--- config.mk ---
export PLATFORM = sky130hd
export DESIGN_NAME = cpu_multicycle_control
export DESIGN_NICKNAME = d
export VERILOG_FILES = /design/src/rtl/cpu_multicycle_control.sv
export SDC_FILE = /design/constraint.sdc
export NUM_CORES = 1
export LEC_CHECK = 0
export ABC_AREA = 1
export BUFFER_PORTS_ARGS = -buffer_cell sky130_fd_sc_hd__buf_2
export CAP_MARGIN = 20
export CORE_UTILIZATION = 35
export CTS_BUF_LIST = sky130_fd_sc_hd__clkbuf_8
export DETAILED_ROUTE_END_ITERATION = 12
export GPL_TIMING_DRIVEN = 0
export SKIP_CTS_REPAIR_TIMING = 1
export SYNTH_ARGS = -nofsm -noshare
export SYNTH_HDL_FRONTEND = slang
export SYNTH_SLANG_ARGS = --single-unit
--- constraint.sdc ---
create_clock -name clk -period 4.7 [get_ports clk]
set_input_delay 0.235 -clock clk [delete_from_list [all_inputs] [get_ports clk]]
set_output_delay 0.235 -clock clk [all_outputs]
set_load 0.01 [all_outputs]
--- src/rtl/cpu_multicycle_control.sv ---
// Multi-cycle CPU control: sequences FETCH/DECODE/EXEC/MEM/WB, with memory timeout,
// maskable interrupt and undefined-instruction traps. Outputs are decoded from state.
module cpu_multicycle_control #(
    parameter int NUM_IRQ     = 4,
    parameter int MEM_TIMEOUT = 15
) (
    input  logic               clk,
    input  logic               reset,
    input  logic [5:0]         opcode,
    input  logic [5:0]         Funct,
    input  logic               pchigh,
    input  logic               branch_taken,
    input  logic [NUM_IRQ-1:0] irq,
    input  logic [NUM_IRQ-1:0] irq_mask,
    input  logic               mem_ready,
    output logic [2:0]         state,
    output logic               PCWr,
    output logic               IRWr,
    output logic               MemRd,
    output logic               MemWr,
    output logic               RegWr,
    output logic [2:0]         PCSrc,
    output logic [1:0]         RegDst,
    output logic [1:0]         MemToReg,
    output logic               EPCWr,
    output logic [NUM_IRQ-1:0] irq_ack,
    output logic [2:0]         exc_code
);

    localparam int CW = $clog2(MEM_TIMEOUT + 1);
    localparam logic [CW-1:0] TO_LAST = CW'(MEM_TIMEOUT - 1);

    // state  | meaning
    // FETCH  | instruction read, waits on mem_ready
    // DECODE | irq / undefined check
    // EXEC   | branch/jump resolve, ALU op
    // MEM    | lw/sw access, waits on mem_ready
    // WB     | register write
    // TRAP   | EPC save, vector to handler
    typedef enum logic [2:0] {
        S_FETCH  = 3'd0,
        S_DECODE = 3'd1,
        S_EXEC   = 3'd2,
        S_MEM    = 3'd3,
        S_WB     = 3'd4,
        S_TRAP   = 3'd5
    } state_e;

    state_e             state_q, state_d;
    logic [CW-1:0]      cnt_q, cnt_d;
    logic [2:0]         exc_q, exc_d;
    logic [NUM_IRQ-1:0] ack_q, ack_d;

    logic               r_ok, defined, is_branch, is_j, is_jal, is_jr, is_jalr, is_lw, is_sw;
    logic [NUM_IRQ-1:0] pend, pend_low;
    logic               found, timeout;

    always_comb begin
        r_ok      = (opcode == 6'h00) &&
                    (Funct inside {6'h00, 6'h02, 6'h03, 6'h08, 6'h09, [6'h20:6'h27], 6'h2A, 6'h2B});
        defined   = r_ok || (opcode inside {[6'h01:6'h0D], 6'h0F, 6'h23, 6'h2B});
        is_branch = opcode inside {6'h01, 6'h04, 6'h05, 6'h06, 6'h07};
        is_j      = (opcode == 6'h02);
        is_jal    = (opcode == 6'h03);
        is_jr     = r_ok && (Funct == 6'h08);
        is_jalr   = r_ok && (Funct == 6'h09);
        is_lw     = (opcode == 6'h23);
        is_sw     = (opcode == 6'h2B);
        timeout   = (cnt_q == TO_LAST);
    end

    // lowest-index pending line wins the acknowledge
    always_comb begin
        pend     = irq & irq_mask;
        pend_low = '0;
        found    = 1'b0;
        for (int i = 0; i < NUM_IRQ; i++) begin
            if (pend[i] && !found) begin
                pend_low[i] = 1'b1;
                found       = 1'b1;
            end
        end
    end

    always_comb begin
        state_d = state_q;
        exc_d   = exc_q;
        ack_d   = ack_q;
        case (state_q)
            S_FETCH: begin
                if (mem_ready) begin
                    state_d = S_DECODE;
                end else if (timeout) begin
                    state_d = S_TRAP;
                    exc_d   = 3'd3;
                end
            end
            S_DECODE: begin
                if ((pend != '0) && !pchigh) begin
                    state_d = S_TRAP;
                    exc_d   = 3'd1;
                    ack_d   = pend_low;
                end else if (!defined) begin
                    if (!pchigh) begin
                        state_d = S_TRAP;
                        exc_d   = 3'd2;
                    end else begin
                        state_d = S_FETCH;
                    end
                end else begin
                    state_d = S_EXEC;
                end
            end
            S_EXEC: begin
                if (is_lw || is_sw)                  state_d = S_MEM;
                else if (is_branch || is_j || is_jr) state_d = S_FETCH;
                else                                 state_d = S_WB;
            end
            S_MEM: begin
                if (mem_ready) begin
                    state_d = is_lw ? S_WB : S_FETCH;
                end else if (timeout) begin
                    state_d = S_TRAP;
                    exc_d   = 3'd3;
                end
            end
            default: state_d = S_FETCH;
        endcase
        // counter only runs while waiting in an access state; any transition clears it
        cnt_d = ((state_q == S_FETCH || state_q == S_MEM) && state_d == state_q)
                ? cnt_q + CW'(1) : '0;
    end

    always_ff @(posedge clk or negedge reset) begin
        if (!reset) begin
            state_q <= S_FETCH;
            cnt_q   <= '0;
            exc_q   <= 3'd0;
            ack_q   <= '0;
        end else begin
            state_q <= state_d;
            cnt_q   <= cnt_d;
            exc_q   <= exc_d;
            ack_q   <= ack_d;
        end
    end

    always_comb begin
        PCWr     = 1'b0;
        IRWr     = 1'b0;
        MemRd    = 1'b0;
        MemWr    = 1'b0;
        RegWr    = 1'b0;
        PCSrc    = 3'd0;
        RegDst   = 2'd0;
        MemToReg = 2'd0;
        EPCWr    = 1'b0;
        irq_ack  = '0;
        if (reset) begin
            case (state_q)
                S_FETCH: begin
                    MemRd = 1'b1;
                    if (mem_ready) begin
                        IRWr = 1'b1;
                        PCWr = 1'b1;
                    end
                end
                S_EXEC: begin
                    if (is_branch && branch_taken) begin
                        PCWr  = 1'b1;
                        PCSrc = 3'd1;
                    end else if (is_j || is_jal) begin
                        PCWr  = 1'b1;
                        PCSrc = 3'd2;
                    end else if (is_jr || is_jalr) begin
                        PCWr  = 1'b1;
                        PCSrc = 3'd3;
                    end
                end
                S_MEM: begin
                    MemRd = is_lw;
                    MemWr = is_sw;
                end
                S_WB: begin
                    RegWr = 1'b1;
                    if (is_jal) begin
                        RegDst   = 2'd2;
                        MemToReg = 2'd2;
                    end else if (is_jalr) begin
                        MemToReg = 2'd2;
                    end else if (is_lw) begin
                        RegDst   = 2'd1;
                        MemToReg = 2'd1;
                    end else if (opcode != 6'h00) begin
                        RegDst   = 2'd1;
                    end
                end
                S_TRAP: begin
                    EPCWr    = 1'b1;
                    PCWr     = 1'b1;
                    RegWr    = 1'b1;
                    RegDst   = 2'd3;
                    MemToReg = 2'd2;
                    PCSrc    = (exc_q == 3'd1) ? 3'd4 : 3'd5;
                    irq_ack  = (exc_q == 3'd1) ? ack_q : '0;
                end
                default: ;
            endcase
        end
    end

    assign state    = state_q;
    assign exc_code = reset ? exc_q : 3'd0;

endmodule

# After elaboration in Yosys (flattened, before gate mapping)
# Index checks and enable logic that the tools add are counted.
# word_totals
input_bits	25
reg_bits	14
out_inout_bits	23
# classes
addsub	1
magnitude_cmp	4
n_reduce_logical	35
muxes	60
n_eq_ne	28
n_bitwise	1
# op_table
operator	n
$mux 3	16
$mux 1	25
$eq 6x2->1 const B	4
$eq 6x3->1 const B	4
$eq 6x6->1 const B	4
$eq 6x4->1 const B	3
$mux 2	8
$mux 4	4
$logic_not 6->1	2
$pmux 3 s2	2
$pmux 3 s4	1
$logic_and 1x1->1	11
$pmux 2 s2	2
$reduce_bool 4->1	2
$reduce_bool 8->1	1
$logic_or 1x1->1	7
$eq 3x1->1 const B	2
$eq 3x2->1 const B	2
$eq 3x3->1 const B	2
$eq 6x1->1 const B	1
$ge 6x1->1 const B	1
$ge 6x6->1 const B	1
$le 6x4->1 const B	1
$le 6x6->1 const B	1
other kinds (17)	22

# Depth between registers and ports, before layout
# Gate-level depths: netlist of run 1.
# depth
word_depth	12
mapped_depth	15
depth_no_buf	15

# Worst setup path before layout of run 1
# Ideal clock, no wire load.
# synth_path
path_kind	reg2out
start	register state_q[2], in the netlist state[2]
end	output MemToReg[0]
required_time_ns	4.465
path_stages_with_launch	5
arrival_ns	1.429
path_slack_ns	3.036
path_buffers	0
cell_sequence	dfrtp_1 -> inv_1 -> nor3_1 -> nand2_1 -> nor4_1
# synth_between
elab_chain_len	3
# synth_lines
item	line	text
start, declared	49	state_e state_q, state_d;
start signal, assigned	141	state_q <= state_d;
$eq 3x3->1	160	case (state_q)
$pmux 2 s2 (*)	160	
$mux 2 (*)	159	if (reset) begin
end, declared	24	output logic [1:0] MemToReg,
# Mark *: on every way between the ends. The rest lies on a longest branch, timed or not.

# Worst setup path after layout of run 1
# layout_path
start	input reset
end	output RegDst[0]
# layout_between
elab_chain_len	1
# layout_lines
item	line	text
start, declared	8	input logic reset,
$mux 2	159	
end, declared	23	output logic [1:0] RegDst,
# Every way passes these cells.

==> qor.yml, run 1 <==
cts-root-buf: "clkbuf_8"
synth.distinct_cells: 28
p_int_mw: 0.303
clk_pin_slew_ps: 60
leakagePower_nw: 0.869
synth_seq_cells: 13
dpl_worst_slack_ps: 2900
clock_power_share_pct: 18.1
via_per_inst: 4.48
cts_sinks: 13
cts_buffers: 3
final.setup.worst_slack_ps: 2400
final_antenna_net_count: 0
start_util_pct: 37.4
ir_drop_uv: 164
powerDensity_mw_per_mm2: 362
antenna_cells: 0
synth.largest_area_cell: "dfrtp_1"
ioPinCount: 48
rsz0062_at_grt: "no"
final_cells: 281
yosysTopAreaCellShare_pct: 28.3
die-area_mm2: 0.00352
synth_fp_nets: 213
mostFrequentLayoutCells: "buf_2, nand2_1, inv_1"
ys_warn_count: 0
setup_tns_ps: 0
fin_skew_ps: 4.22
cts_max_level: 1
fmax_mhz: 435
outcome: "finished, final reports clean"
fin_nets: 265
io_buffer_count: 46
final_common_cell: "buf_2"
grt_max_degree: 20
gr-total-overflow: 0
synthesis.instances: 186
antenna_found_initial: 0
power_frac_seq_pct: 32.5
period_share_pct: 48.9
power_frac_comb_pct: 49.4
setup_viol: 0
dpl.hpwl_um: 2230
crit_arrival_ps: 2060
cp-end-kind: "output pin"
clk_latency_ps: 240
gp_congestion: 0.804
wl_per_cell_um: 9.55
switching_power_mw: 0.236
die_x_um: 59.4
drc: 0
grt_pass1_wl_um: 4550
total_power_mw: 0.539
core_area_mm2: 0.00308
grt_pass1_vias: 1108
slew_violations: 0
seq_area_frac_synth_pct: 28.3
finalHoldViolations: 0
drive_gt1_share_pct: 29.5
synth_area_leaders: "dfrtp_1, nand2_1, inv_1, nor2_1, nand3_1"
vias: 1259
path_max_fanout: 19
routed_wl_um: 2680
cap_violations: 0
die_h_um: 59.4
synth_area_mm2: 0.00115
period_needed_ps: 2300
rows: 20
placed_cells: 276
hold_class: "in2reg"
cp-start-kind: "input pin"
avgSynthCellArea_um2: 6.19
netSwitchingFraction_pct: 43.7
required_ps: 4470
grt_usage_pct: 17.0
drt-pass1-iter-count: 4
cts_tree: "built"
first_iter_violations: 48
area_delta_synth_final_pct: 29.6
clockBufferDepth: 2
criticalPathCategory: "in2out"
post-route-util_pct: 48.5
[flip-flops by register name, indices dropped and copies added, names as in the netlist]
register  count
ack_q         4
cnt_q         4
state         3
exc_q         2
[logic make-up (layout without fill, tap and decap cells)]
kind of cell | Yosys count | after routing | share of synthesized area [%]
DFF | 13 | 13 | 28.3
other | 1 | 1 | 0.326
and+or+nand+nor | 107 | 107 | 43.5
AOI/OAI and AO/OA | 23 | 23 | 11.5
buffers and inverters | 38 | 89 | 12.7
adders and majority gates | 2 | 2 | 2.17
xor gates and xnor gates | 2 | 2 | 1.52
[area by class of cell]
type                    instances  area, µm²
fillers                       337       1590
multi-input cells             135        679
flip-flops and latches         13        325
repair buffers                 47        240
inverters                      37        139
well taps                      44       55.1
clock buffers                   3       41.3
plain buffers                   1       7.51
clock inverters                 1       3.75
[power by group through the flow]
stage	Clock, mW	Sequential (mW)	Combinational [mW]
finish	0.0978	0.175	0.266
global route	0.106	0.179	0.310
CTS	0.0998	0.175	0.270
detailed placement	0	0.177	0.268
global placement	0	0.177	0.267
floorplan	0	0.174	0.186
[path summary, 6_finish.rpt]
check / end / slack (ps) / depth (start not counted) / start
max: RegDst[0] / 2400 / 7 / reset
max reg2reg: cnt_q[0]$_DFF_PN0_ / 3030 / 10 / cnt_q[0]$_DFF_PN0_
min in group asynchronous: exc_q[0]$_DFFE_PN0P_ / 450 / 2 / reset
min reg2reg: cnt_q[0]$_DFF_PN0_ / 490 / 1 / cnt_q[0]$_DFF_PN0_
max in group asynchronous: state[1]$_DFF_PN0_ / 3970 / 2 / reset
min: ack_q[1]$_DFFE_PN0P_ / 260 / 3 / irq_mask[1]
[Yosys cell counts (all sizes together)]
master and count:
nand2 49, inv 37, nor2 34, nand3 14
dfrtp 13, a21oi 7, nor3 7, o21ai 7
o22ai 3, a21boi 2, ha 2, nand4 2
a211oi 1, a31oi 1, buf 1, conb 1
nor4 1, o21a 1, o31ai 1, xnor2 1
xor2 1
[metrics by stage]
stage	instance area [µm²]	hold WS [ps]
2_1_floorplan	1150	-60.6
3_5_place_dp	1440	180
4_1_cts	1480	-78.7
6_report	1490	259
3_3_place_gp	1440	182
5_1_grt	1490	281
[layer usage]
layer / track usage (%) / wire, µm / part of all wire (%)
met5: 0 / 0 / 0
met4: 3.06 / 12 / 0.45
met3: 3.93 / 121 / 4.5
met2: 27.1 / 1110 / 42
met1: 23.4 / 1440 / 53
[worst max-delay path: stages]
cell and delay [ps]:
dlygate4sd3_1 520, buf_2 350, inv_1 170, nor3_1 290
nand2_1 130, o31ai_1 200, buf_2 160
Note: power is estimated with default switching activity, not from simulation.
==> run 2: changes to the inputs <==
- clock period: 4.7 -> 2.09 ns (I/O delays scaled with it)
==> run 2 against run 1 <==
- final cell count stayed put
- clock power is 120% higher
- count of clock-buffer cells in the layout stayed put
- via count is 0.95% lower
- critical path depth is 1 lower
==> qor.yml, run 2 (synthesized netlist as in run 1, its figures left out) <==
gr-total-overflow: 0
cts-root-buf: "clkbuf_8"
die_h_um: 59.4
setup_tns_ps: 0
via_per_inst: 4.44
finalHoldViolations: 0
period_needed_ps: 1720
die-area_mm2: 0.00352
area_delta_synth_final_pct: 29.6
drc: 0
crit_arrival_ps: 1610
antenna_found_initial: 0
ir_drop_uv: 369
r2r_setup_slack_ps: 420
fin_nets: 265
path_max_fanout: 7
fillers: 339
p_int_mw: 0.683
leakagePower_nw: 0.869
r2r_start: "cnt_q[0]$_DFF_PN0_"
cp-start-kind: "register"
routed_wl_um: 2700
drt-pass1-iter-count: 4
setup_viol: 0
placed_cells: 276
final_antenna_net_count: 0
power_frac_comb_pct: 49.5
cts_tree: "built"
final_common_cell: "buf_2"
outcome: "finished, final reports clean"
cts_buffers: 3
cap_violations: 0
period_share_pct: 82.1
mostFrequentLayoutCells: "buf_2, nand2_1, inv_1"
crit_start: "state[0]$_DFF_PN0_"
fin_skew_ps: 4.03
clk_pin_slew_ps: 60
drive_gt1_share_pct: 29.5
hold_class: "in2reg"
gp_congestion: 0.804
wl_per_cell_um: 9.62
antenna_cells: 0
start_util_pct: 37.4
final_cells: 281
powerDensity_mw_per_mm2: 813
tightest_slew_ps: 595
dpl.hpwl_um: 2230
grt_usage_pct: 17.0
clockBufferDepth: 2
cp-end-kind: "output pin"
switching_power_mw: 0.529
power_frac_seq_pct: 32.4
netSwitchingFraction_pct: 43.7
slew_headroom_pct: 60.2
grt_max_degree: 20
rsz0062_at_grt: "no"
die_x_um: 59.4
hp-start: "irq_mask[1]"
ioPinCount: 48
rows: 20
first_iter_violations: 50
criticalPathCategory: "reg2out"
fmax_mhz: 583
io_buffer_count: 46
core_area_mm2: 0.00308
required_ps: 1990
cts_max_level: 1
clock_power_share_pct: 18.2
grt_pass1_wl_um: 4550
vias: 1247
grt_pass1_vias: 1108
slew_violations: 0
clk_latency_ps: 240
cts_sinks: 13
-- run 2: per-stage QoR --
stage	total power, mW	cell area [µm²]	setup slack, ps	util, %	hold slack, ps
floorplan	0.810	1150	556	-	-191
global placement	0.998	1440	438	46.7	51.9
detailed placement	1.00	1440	425	46.7	49.1
CTS	1.22	1480	356	48.1	-209
global route	1.34	1490	241	48.5	151
finish	1.21	1490	375	48.5	129
-- run 2: metal layers --
layer	share of wire, %	track usage [%]	vias to the layer above
met5	0	0	-
li1	-	-	683
met4	0.44	3.06	0
met1	52	23.4	525
met3	5.1	3.93	2
met2	42	27.1	37
-- run 2: worst max-delay path: stages, from the launching register on --
cell	delay [ps]
dfrtp_1	450
nor3_2	380
o21ai_0	150
o21ai_0	100
a21oi_1	60
nor2_1	90
buf_2	130
-- run 2: path summary, 6_finish.rpt --
path	cells past startpoint	endpoint
worst min register to register	1	cnt_q[0]$_DFF_PN0_
worst max-delay path	6	PCWr
max in group asynchronous	2	state[1]$_DFF_PN0_
worst min-delay path	3	ack_q[1]$_DFFE_PN0P_
worst max register to register	10	cnt_q[0]$_DFF_PN0_
min in group asynchronous	2	exc_q[0]$_DFFE_PN0P_
-- run 2: power by group through the flow --
stage / clock network [mW] / registers [mW] / logic [mW]
floorplan: 0 / 0.392 / 0.417
global placement: 0 / 0.398 / 0.600
detailed placement: 0 / 0.397 / 0.604
CTS: 0.224 / 0.393 / 0.606
global route: 0.239 / 0.402 / 0.697
finish: 0.220 / 0.392 / 0.599
-- run 2: layout make-up --
class	count	area, µm²	share of cell area, %
clock buffer	3	41.3	2.77
multi-input combinational	135	679	45.6
sequential	13	325	21.8
buffer	1	7.51	0.503
tap	44	55.1	3.69
clock inverter	1	3.75	0.252
inverter	37	139	9.31
timing repair buffer	47	240	16.1
